==> src/rtl/elastic_pipe_reg_pkg.sv <==
// rtl/elastic_pipe_reg_pkg.sv - state type and occupancy helper for the elastic pipeline stage
package elastic_pipe_reg_pkg;

  typedef enum logic [1:0] {
    EMPTY   = 2'b00,
    FULL    = 2'b01,
    SKIDDED = 2'b10
  } pipe_state_t;

  localparam int COUNT_W = 2;

  function automatic logic [COUNT_W-1:0] state_count(input pipe_state_t s);
    case (s)
      FULL:    return 2'd1;
      SKIDDED: return 2'd2;
      default: return 2'd0;
    endcase
  endfunction

endpackage

==> src/rtl/elastic_pipe_reg_if.sv <==
// rtl/elastic_pipe_reg_if.sv - valid/ready stage bus with stage, upstream and downstream views
interface elastic_pipe_reg_if #(
  parameter int DATA_W = 32
);
  import elastic_pipe_reg_pkg::*;

  logic                in_valid;
  logic                in_ready;
  logic [DATA_W-1:0]   in_data;
  logic                in_halt;
  logic                flush;
  logic                out_valid;
  logic                out_ready;
  logic [DATA_W-1:0]   out_data;
  logic                out_halt;
  logic                halt;
  logic [COUNT_W-1:0]  count;

  modport stage (
    input  in_valid, in_data, in_halt, flush, out_ready,
    output in_ready, out_valid, out_data, out_halt, halt, count
  );

  modport upstream (
    output in_valid, in_data, in_halt, flush,
    input  in_ready, halt
  );

  modport downstream (
    input  out_valid, out_data, out_halt, halt, count,
    output out_ready
  );

endinterface

==> src/rtl/elastic_pipe_reg.sv <==
// rtl/elastic_pipe_reg.sv - valid/ready pipeline stage register with optional skid entry and sticky halt
module elastic_pipe_reg
  import elastic_pipe_reg_pkg::*;
#(
  parameter int DATA_W = 32,
  parameter bit SKID   = 1'b1
) (
  input  logic              CLK,
  input  logic              nRST,
  elastic_pipe_reg_if.stage bus
);

  pipe_state_t       state;
  pipe_state_t       next_state;
  logic [DATA_W-1:0] main_data;
  logic [DATA_W-1:0] skid_data;
  logic              main_halt;
  logic              skid_halt;
  logic              halt_q;
  logic              next_halt;
  logic              ready_q;
  logic              in_ready;
  logic              out_valid;
  logic              push;
  logic              pop;

  assign out_valid     = (state != EMPTY) && !halt_q;
  assign bus.out_valid = out_valid;
  assign bus.out_data  = main_data;
  assign bus.out_halt  = main_halt;
  assign bus.halt      = halt_q;
  assign bus.count     = state_count(state);
  assign bus.in_ready  = in_ready;

  // ready_q doubles as an "out of reset" flag in the single-register mode.
  assign in_ready  = SKID ? ready_q
                          : (ready_q && (state == EMPTY || bus.out_ready) && !halt_q);
  assign push      = bus.in_valid && in_ready;
  assign pop       = out_valid && bus.out_ready;
  assign next_halt = halt_q || (pop && main_halt);

  always_comb begin
    next_state = state;
    if (bus.flush) begin
      next_state = EMPTY;
    end else begin
      case (state)
        EMPTY:   if (push) next_state = FULL;
        FULL: begin
          if (push && !pop && SKID) next_state = SKIDDED;
          else if (!push && pop)    next_state = EMPTY;
        end
        SKIDDED: if (pop) next_state = FULL;
        default: next_state = EMPTY;
      endcase
    end
  end

  always_ff @(posedge CLK or negedge nRST) begin
    if (!nRST) begin
      state     <= EMPTY;
      main_data <= '0;
      main_halt <= 1'b0;
      skid_data <= '0;
      skid_halt <= 1'b0;
      halt_q    <= 1'b0;
      ready_q   <= 1'b0;
    end else begin
      state   <= next_state;
      halt_q  <= next_halt;
      ready_q <= SKID ? ((next_state != SKIDDED) && !next_halt) : 1'b1;
      // Flush only drops occupancy; payload registers keep their contents.
      if (!bus.flush) begin
        if (push && (state == EMPTY || pop)) begin
          main_data <= bus.in_data;
          main_halt <= bus.in_halt;
        end else if (state == SKIDDED && pop) begin
          main_data <= skid_data;
          main_halt <= skid_halt;
        end
        if (push && state == FULL && !pop) begin
          skid_data <= bus.in_data;
          skid_halt <= bus.in_halt;
        end
      end
    end
  end

endmodule

==> src/flat_wrapper.sv <==
// flat-port wrapper written by rule: the top's interface ports become plain ports
module elastic_pipe_reg_flat import elastic_pipe_reg_pkg::*;
#(
  parameter int DATA_W = 32,
  parameter bit SKID   = 1'b1
)
  (CLK, nRST, bus_in_valid, bus_in_data, bus_in_halt, bus_flush, bus_out_ready, bus_in_ready, bus_out_valid, bus_out_data, bus_out_halt, bus_halt, bus_count);
  elastic_pipe_reg_if #(.DATA_W(DATA_W)) bus_i ();
  input  logic CLK;
  input  logic nRST;
  input wire logic [$bits(bus_i.in_valid)-1:0] bus_in_valid;
  input wire logic [$bits(bus_i.in_data)-1:0] bus_in_data;
  input wire logic [$bits(bus_i.in_halt)-1:0] bus_in_halt;
  input wire logic [$bits(bus_i.flush)-1:0] bus_flush;
  input wire logic [$bits(bus_i.out_ready)-1:0] bus_out_ready;
  output wire logic [$bits(bus_i.in_ready)-1:0] bus_in_ready;
  output wire logic [$bits(bus_i.out_valid)-1:0] bus_out_valid;
  output wire logic [$bits(bus_i.out_data)-1:0] bus_out_data;
  output wire logic [$bits(bus_i.out_halt)-1:0] bus_out_halt;
  output wire logic [$bits(bus_i.halt)-1:0] bus_halt;
  output wire logic [$bits(bus_i.count)-1:0] bus_count;
  assign bus_i.in_valid = bus_in_valid;
  assign bus_i.in_data = bus_in_data;
  assign bus_i.in_halt = bus_in_halt;
  assign bus_i.flush = bus_flush;
  assign bus_i.out_ready = bus_out_ready;
  assign bus_in_ready = bus_i.in_ready;
  assign bus_out_valid = bus_i.out_valid;
  assign bus_out_data = bus_i.out_data;
  assign bus_out_halt = bus_i.out_halt;
  assign bus_halt = bus_i.halt;
  assign bus_count = bus_i.count;
  elastic_pipe_reg #(.DATA_W(DATA_W), .SKID(SKID)) u_core (.CLK(CLK), .nRST(nRST), .bus(bus_i));
endmodule
==> config.mk <==
export PLATFORM = sky130hd
export DESIGN_NAME = elastic_pipe_reg_flat
export DESIGN_NICKNAME = d
export VERILOG_FILES = /design/src/rtl/elastic_pipe_reg_pkg.sv /design/src/rtl/elastic_pipe_reg_if.sv /design/src/rtl/elastic_pipe_reg.sv /design/src/flat_wrapper.sv
export SDC_FILE = /design/constraint.sdc
export NUM_CORES = 1
export LEC_CHECK = 0
export ABC_AREA = 0
export BUFFER_PORTS_ARGS = -buffer_cell sky130_fd_sc_hd__buf_2
export CORE_MARGIN = 2
export CORE_UTILIZATION = 40
export CTS_BUF_LIST = sky130_fd_sc_hd__clkbuf_4
export CTS_CLUSTER_SIZE = 12
export DETAILED_ROUTE_END_ITERATION = 10
export PLACE_DENSITY = 0.63
export SETUP_SLACK_MARGIN = 0.2
export SLEW_MARGIN = 20
export SYNTH_ARGS = -nofsm -noshare
export SYNTH_HDL_FRONTEND = slang
export SYNTH_SLANG_ARGS = --single-unit
==> constraint.sdc <==
create_clock -name CLK -period 5.7 [get_ports CLK]
set_clock_uncertainty 0.15 [all_clocks]
set_input_delay 0.855 -clock CLK [delete_from_list [all_inputs] [get_ports CLK]]
set_output_delay 0.855 -clock CLK [all_outputs]
set_load 0.03 [all_outputs]
## Yosys cells after proc, flatten, opt, wreduce, memory -nomap -nowiden

Index checks and enable logic that the tools add are counted.

- Equality and inequality tests: 3
- Bitwise gates (word level): 1
- Multiplexer cells: 11
- Reduce and logical (&&, ||, !) cells: 22

Operator list:

| kind | count |
|---|---|
| $mux W32 | 2 |
| $logic_and A1 B1 Y1 | 11 |
| $mux W2 | 5 |
| $pmux W2 S3 | 1 |
| $logic_not A1 Y1 | 4 |
| $pmux W2 S2 | 1 |
| $reduce_and A2 Y1 | 2 |
| $reduce_bool A2 Y1 | 2 |
| $eq A2 B1 Y1 const B | 1 |
| $eq A2 B2 Y1 const B | 1 |
| $logic_not A2 Y1 | 1 |
| $logic_or A1 B1 Y1 | 2 |
| $mux W1 | 2 |
| $ne A2 B2 Y1 const B | 1 |
| $not A1 Y1 | 1 |

- Logic and storage cells: 44
- Input bits: 38
- Bits in registers: 70

## Logic depth before layout (Yosys ltp)

- Depth after elaboration: 10
- Mapped depth: 5
- Depth with buffers taken out: 3

## Least setup slack after synthesis

No wires, ideal clock.

- Path type: input to register
- Start: input bus_out_ready
- End: register u_core.skid_data[10]
- Path slack: 3428 ps
- Cell stages on the path: 4
- Path buffers: 1
- Data required time: 5425 ps
- Arrival: 1997 ps
- Path through: and2b_4 -> nor4_4 -> buf_6 -> mux2_2

- Longest elaborated chain between the ends: 4

RTL lines:

| item | RTL line | text |
|---|---|---|
| start: declaration | flat_wrapper.sv:15 | `input wire logic [$bits(bus_i.out_ready)-1:0] bus_out_ready;` |
| $logic_and A1 B1 Y1 | elastic_pipe_reg.sv:39 | `assign pop = out_valid && bus.out_ready;` |
| $logic_not A1 Y1 | elastic_pipe_reg.sv:81 | `if (push && state == FULL && !pop) begin` |
| $logic_and A1 B1 Y1 | elastic_pipe_reg.sv:81 |  |
| $reduce_and A2 Y1 (no line) | - |  |
| end signal: assignment | elastic_pipe_reg.sv:82 | `skid_data <= bus.in_data;` |
| end: declaration | elastic_pipe_reg.sv:16 | `logic [DATA_W-1:0] skid_data;` |

Every way passes these cells.
A chain may end at the register's enable or synchronous reset.

## Worst setup path in the final report

- Start: register u_core.state[0]
- End: output bus_count[1]

- Longest elaborated chain between the ends: 2
- Elaborated cells between the ends (all ways): 3

RTL lines:

| item | RTL line | text |
|---|---|---|
| start: declaration | elastic_pipe_reg.sv:13 | `pipe_state_t state;` |
| start signal: assignment | elastic_pipe_reg.sv:69 | `state <= next_state;` |
| $eq A2 B2 Y1 / $eq A2 B1 Y1 (equally long branches) | elastic_pipe_reg_pkg.sv:13 | `case (s)` |
| $pmux W2 S2 * | elastic_pipe_reg_pkg.sv:13 |  |
| end: declaration | flat_wrapper.sv:21 | `output wire logic [$bits(bus_i.count)-1:0] bus_count;` |

Every way passes the cells marked *; elsewhere a longest branch is shown, timed or not.

==> qor.json <==
{
  "design.final.nets": {"value": 349},
  "cts_hold_buf": {"value": 0},
  "synthAdderAreaFrac": {"value": 0},
  "detail_route.wl_per_cell": {"value": 16.9, "unit": "um"},
  "worstSetupEndpointType": {"value": "output port"},
  "finalHoldWorstSlack": {"value": 0.343, "unit": "ns"},
  "synthDominantCellAreaShare": {"value": 0.569},
  "parity_gate_share_of_the_synthesized_area_counting_xor_and_xnor_cells": {"value": 0},
  "post_cts.repair.setup_buffers": {"value": 0},
  "ant_nets": {"value": 0},
  "area.growth.synth_to_final": {"value": 20.6, "unit": "%"},
  "critical_path.max_fanout": {"value": 38},
  "clk_latency": {"value": 0.41, "unit": "ns"},
  "clock-root-buffer": {"value": "sky130_fd_sc_hd__clkbuf_4"},
  "remaining_overflow_grt": {"value": 0},
  "drc": {"value": 0},
  "synthCells": {"value": 245},
  "clock_pin_slew_reported_for_the_worst_setup_and_hold_paths_after_clock_tree_synthesis": {"value": 0.11, "unit": "ns"},
  "vias_per_cell": {"value": 5.38},
  "maxClockFrequency": {"value": 0.336, "unit": "GHz"},
  "synth-warning-count": {"value": 0},
  "route.vias.total": {"value": 2233},
  "post-route-min-period": {"value": 2.98, "unit": "ns"},
  "instances_no_fill": {"value": 415},
  "grt.total_usage": {"value": 0.172},
  "cts_resized": {"value": 0},
  "worst-slew-pin-transition": {"value": 0.970, "unit": "ns"},
  "ys_ff_latch": {"value": 70},
  "crit_path_required_time": {"value": 4.70, "unit": "ns"},
  "globalplace.congestion": {"value": 0.722},
  "power.static_leakage": {"value": 0.00179, "unit": "uW"},
  "clock_tree_sinks": {"value": 70},
  "maxSlewHeadroom": {"value": 0.353},
  "detailedPlacementHpwl": {"value": 4320, "unit": "um"},
  "cap_viol_max_count": {"value": 0},
  "grt_start_max_net_pins": {"value": 71},
  "port_buffers": {"value": 75},
  "synth.area.mux_share": {"value": 0.121},
  "post-synth-top-area-cell": {"value": "sky130_fd_sc_hd__dfrtp_1"},
  "final_max_slew_viol_count": {"value": 0},
  "drt-pass1-iter-count": {"value": 4},
  "timing.setup.tns": {"value": 0, "unit": "ns"},
  "synth_edf_count": {"value": 0},
  "setup_repair_after_global_routing_missed_its_margin": {"value": "no"},
  "synthesized_net_count": {"value": 283},
  "num_antenna_cells": {"value": 0},
  "first_global_vias": {"value": 2286},
  "io_pins": {"value": 76},
  "routed_wirelength": {"value": 7000, "unit": "um"},
  "synth_simple_gate_area_frac": {"value": 0.0943},
  "floorplan.rows": {"value": 31},
  "totalPowerFinal": {"value": 2030, "unit": "uW"},
  "synth_top_cells_by_area": {"value": "sky130_fd_sc_hd__dfrtp_1, sky130_fd_sc_hd__mux2_2, sky130_fd_sc_hd__o2bb2ai_1, sky130_fd_sc_hd__a31oi_1, sky130_fd_sc_hd__and3_1"},
  "compound_cell_area_share_of_the_yosys_netlist": {"value": 0.177},
  "synth_seq_area_share": {"value": 0.569},
  "arrival": {"value": 1.97, "unit": "ns"},
  "start_util": {"value": 0.418},
  "die_area": {"value": 0.00842, "unit": "mm2"},
  "cts_tree": {"value": "done"},
  "finalSetupViolCount": {"value": 0},
  "netlist_area": {"value": 0.00308, "unit": "mm2"},
  "number_of_buffers_created_by_cts": {"value": 9},
  "cts_max_path_buffers": {"value": 2},
  "postSynth.asyncResetShare": {"value": 1.00},
  "synth.avg_cell_area": {"value": 12.6, "unit": "um2"},
  "synth_top_family_by_area": {"value": "compound AO/OA/AOI/OAI gates"},
  "post-route-period-util": {"value": 0.522},
  "worst_setup_path_type": {"value": "flop to output port"},
  "core": {"value": 0.00737, "unit": "mm2"},
  "ir_worst_vdd": {"value": 0.241, "unit": "mV"},
  "critical_path.startpoint_type": {"value": "flop"},
  "synthDistinctLibCells": {"value": 26},
  "grt_antenna_before_repair": {"value": 0},
  "dp_cells": {"value": 399},
  "holdCritPathClass": {"value": "flop to flop"},
  "status": {"value": "finished clean"},
  "most_used_flip_flop_cell_after_synthesis": {"value": "sky130_fd_sc_hd__dfrtp_1"},
  "drt_iter0_drc": {"value": 77},
  "hold_violations": {"value": 0},
  "htree_num_levels": {"value": 3},
  "grt_first_pass_wirelength": {"value": 11400, "unit": "um"},
  "drive_above_1_share": {"value": 0.415},
  "power_density": {"value": 547, "unit": "mW/mm2"},
  "floorplan.die.height": {"value": 91.7, "unit": "um"},
  "fp.dieW": {"value": 91.7, "unit": "um"}
}
## power breakdown
group          total, uW  switching [uW]  internal (uW)  leakage (uW)
clock                411             188            223     0.0000923
sequential           847             119            728      0.000883
combinational        775             475            300      0.000817
total               2030             782           1250       0.00179
## final cells by class
cell class,count,area (um2)
inverters,3,11.3
multi-input cells,150,1240
flip-flops and latches,70,1750
clock inverters,7,123
clock buffers,9,67.6
repair buffers,77,393
fillers,677,3660
well taps,99,124
## path summary, 6_finish.rpt
| check | to | slack [ns] | from | cells past startpoint |
|---|---|---|---|---|
| hold / removal | u_core.bus.out_data[12]$_DFFE_PN0P_ | 0.34 | u_core.bus.out_data[12]$_DFFE_PN0P_ | 1 |
| min in group asynchronous | u_core.skid_data[3]$_DFFE_PN0P_ | 0.40 | nRST | 1 |
| setup / recovery | bus_count[1] | 2.72 | u_core.state[0]$_DFF_PN0_ | 2 |
| max in group asynchronous | u_core.skid_data[14]$_DFFE_PN0P_ | 4.43 | nRST | 1 |
| setup reg to reg | u_core.skid_data[22]$_DFFE_PN0P_ | 3.16 | u_core.bus.in_ready$_DFF_PN0_ | 5 |
| hold reg to reg | u_core.bus.out_data[12]$_DFFE_PN0P_ | 0.34 | u_core.bus.out_data[12]$_DFFE_PN0P_ | 1 |
## Yosys cell counts, drive strengths merged, types with 2 or more instances
cell type,n
dfrtp,70
o2bb2ai,34
a31oi,33
and3,33
mux2,33
clkbuf,15
buf,7
inv,3
nor2,3
nand2,2
## per-stage QoR
step           cell area, um2   util  setup slack (ns)
2_1_floorplan            3080      -              3.43
3_3_place_gp             3520  0.478              2.41
3_5_place_dp             3520  0.478              2.45
4_1_cts                  3710  0.504              2.69
5_1_grt                  3710  0.504              2.62
6_report                 3710  0.504              2.72
## kinds of logic after synthesis
kind of cell / count (synthesis)
compound gates: 73
buf+inv: 25
flops: 70
mux: 33
simple gates: 44
## worst max-delay path: stages, from the launching register on
cell	delay, ns
sky130_fd_sc_hd__dfrtp_1	0.47
sky130_fd_sc_hd__nor2b_4	0.75
sky130_fd_sc_hd__buf_2	0.34
## cell usage in the layout, fill, tap and decap left out, types with 2 or more instances in the layout
master / n
sky130_fd_sc_hd__clkinvlp_4: 2
sky130_fd_sc_hd__clkinv_4: 2
sky130_fd_sc_hd__clkbuf_4: 9
sky130_fd_sc_hd__buf_2: 74
sky130_fd_sc_hd__inv_1: 3
sky130_fd_sc_hd__and3_1: 33
sky130_fd_sc_hd__bufinv_16: 3
sky130_fd_sc_hd__buf_4: 3
sky130_fd_sc_hd__a31oi_1: 33
sky130_fd_sc_hd__dfrtp_1: 70
sky130_fd_sc_hd__mux2_1: 2
sky130_fd_sc_hd__mux2_2: 31
sky130_fd_sc_hd__nor2_1: 3
sky130_fd_sc_hd__o2bb2ai_1: 34
## flip-flops by register name, indices dropped and copies added, names as in the netlist
signal	flops
u_core.skid_halt	1
u_core.bus.in_ready	1
u_core.state	2
u_core.bus.halt	1
u_core.bus.out_data	32
u_core.bus.out_halt	1
u_core.skid_data	32
## layer usage
layer  share of wire  track usage
met3           0.039       0.0320
met2            0.47        0.264
met4           0.023       0.0896
met5               0            0
met1            0.47        0.232
No activity file was read; power rests on OpenSTA's default activity.
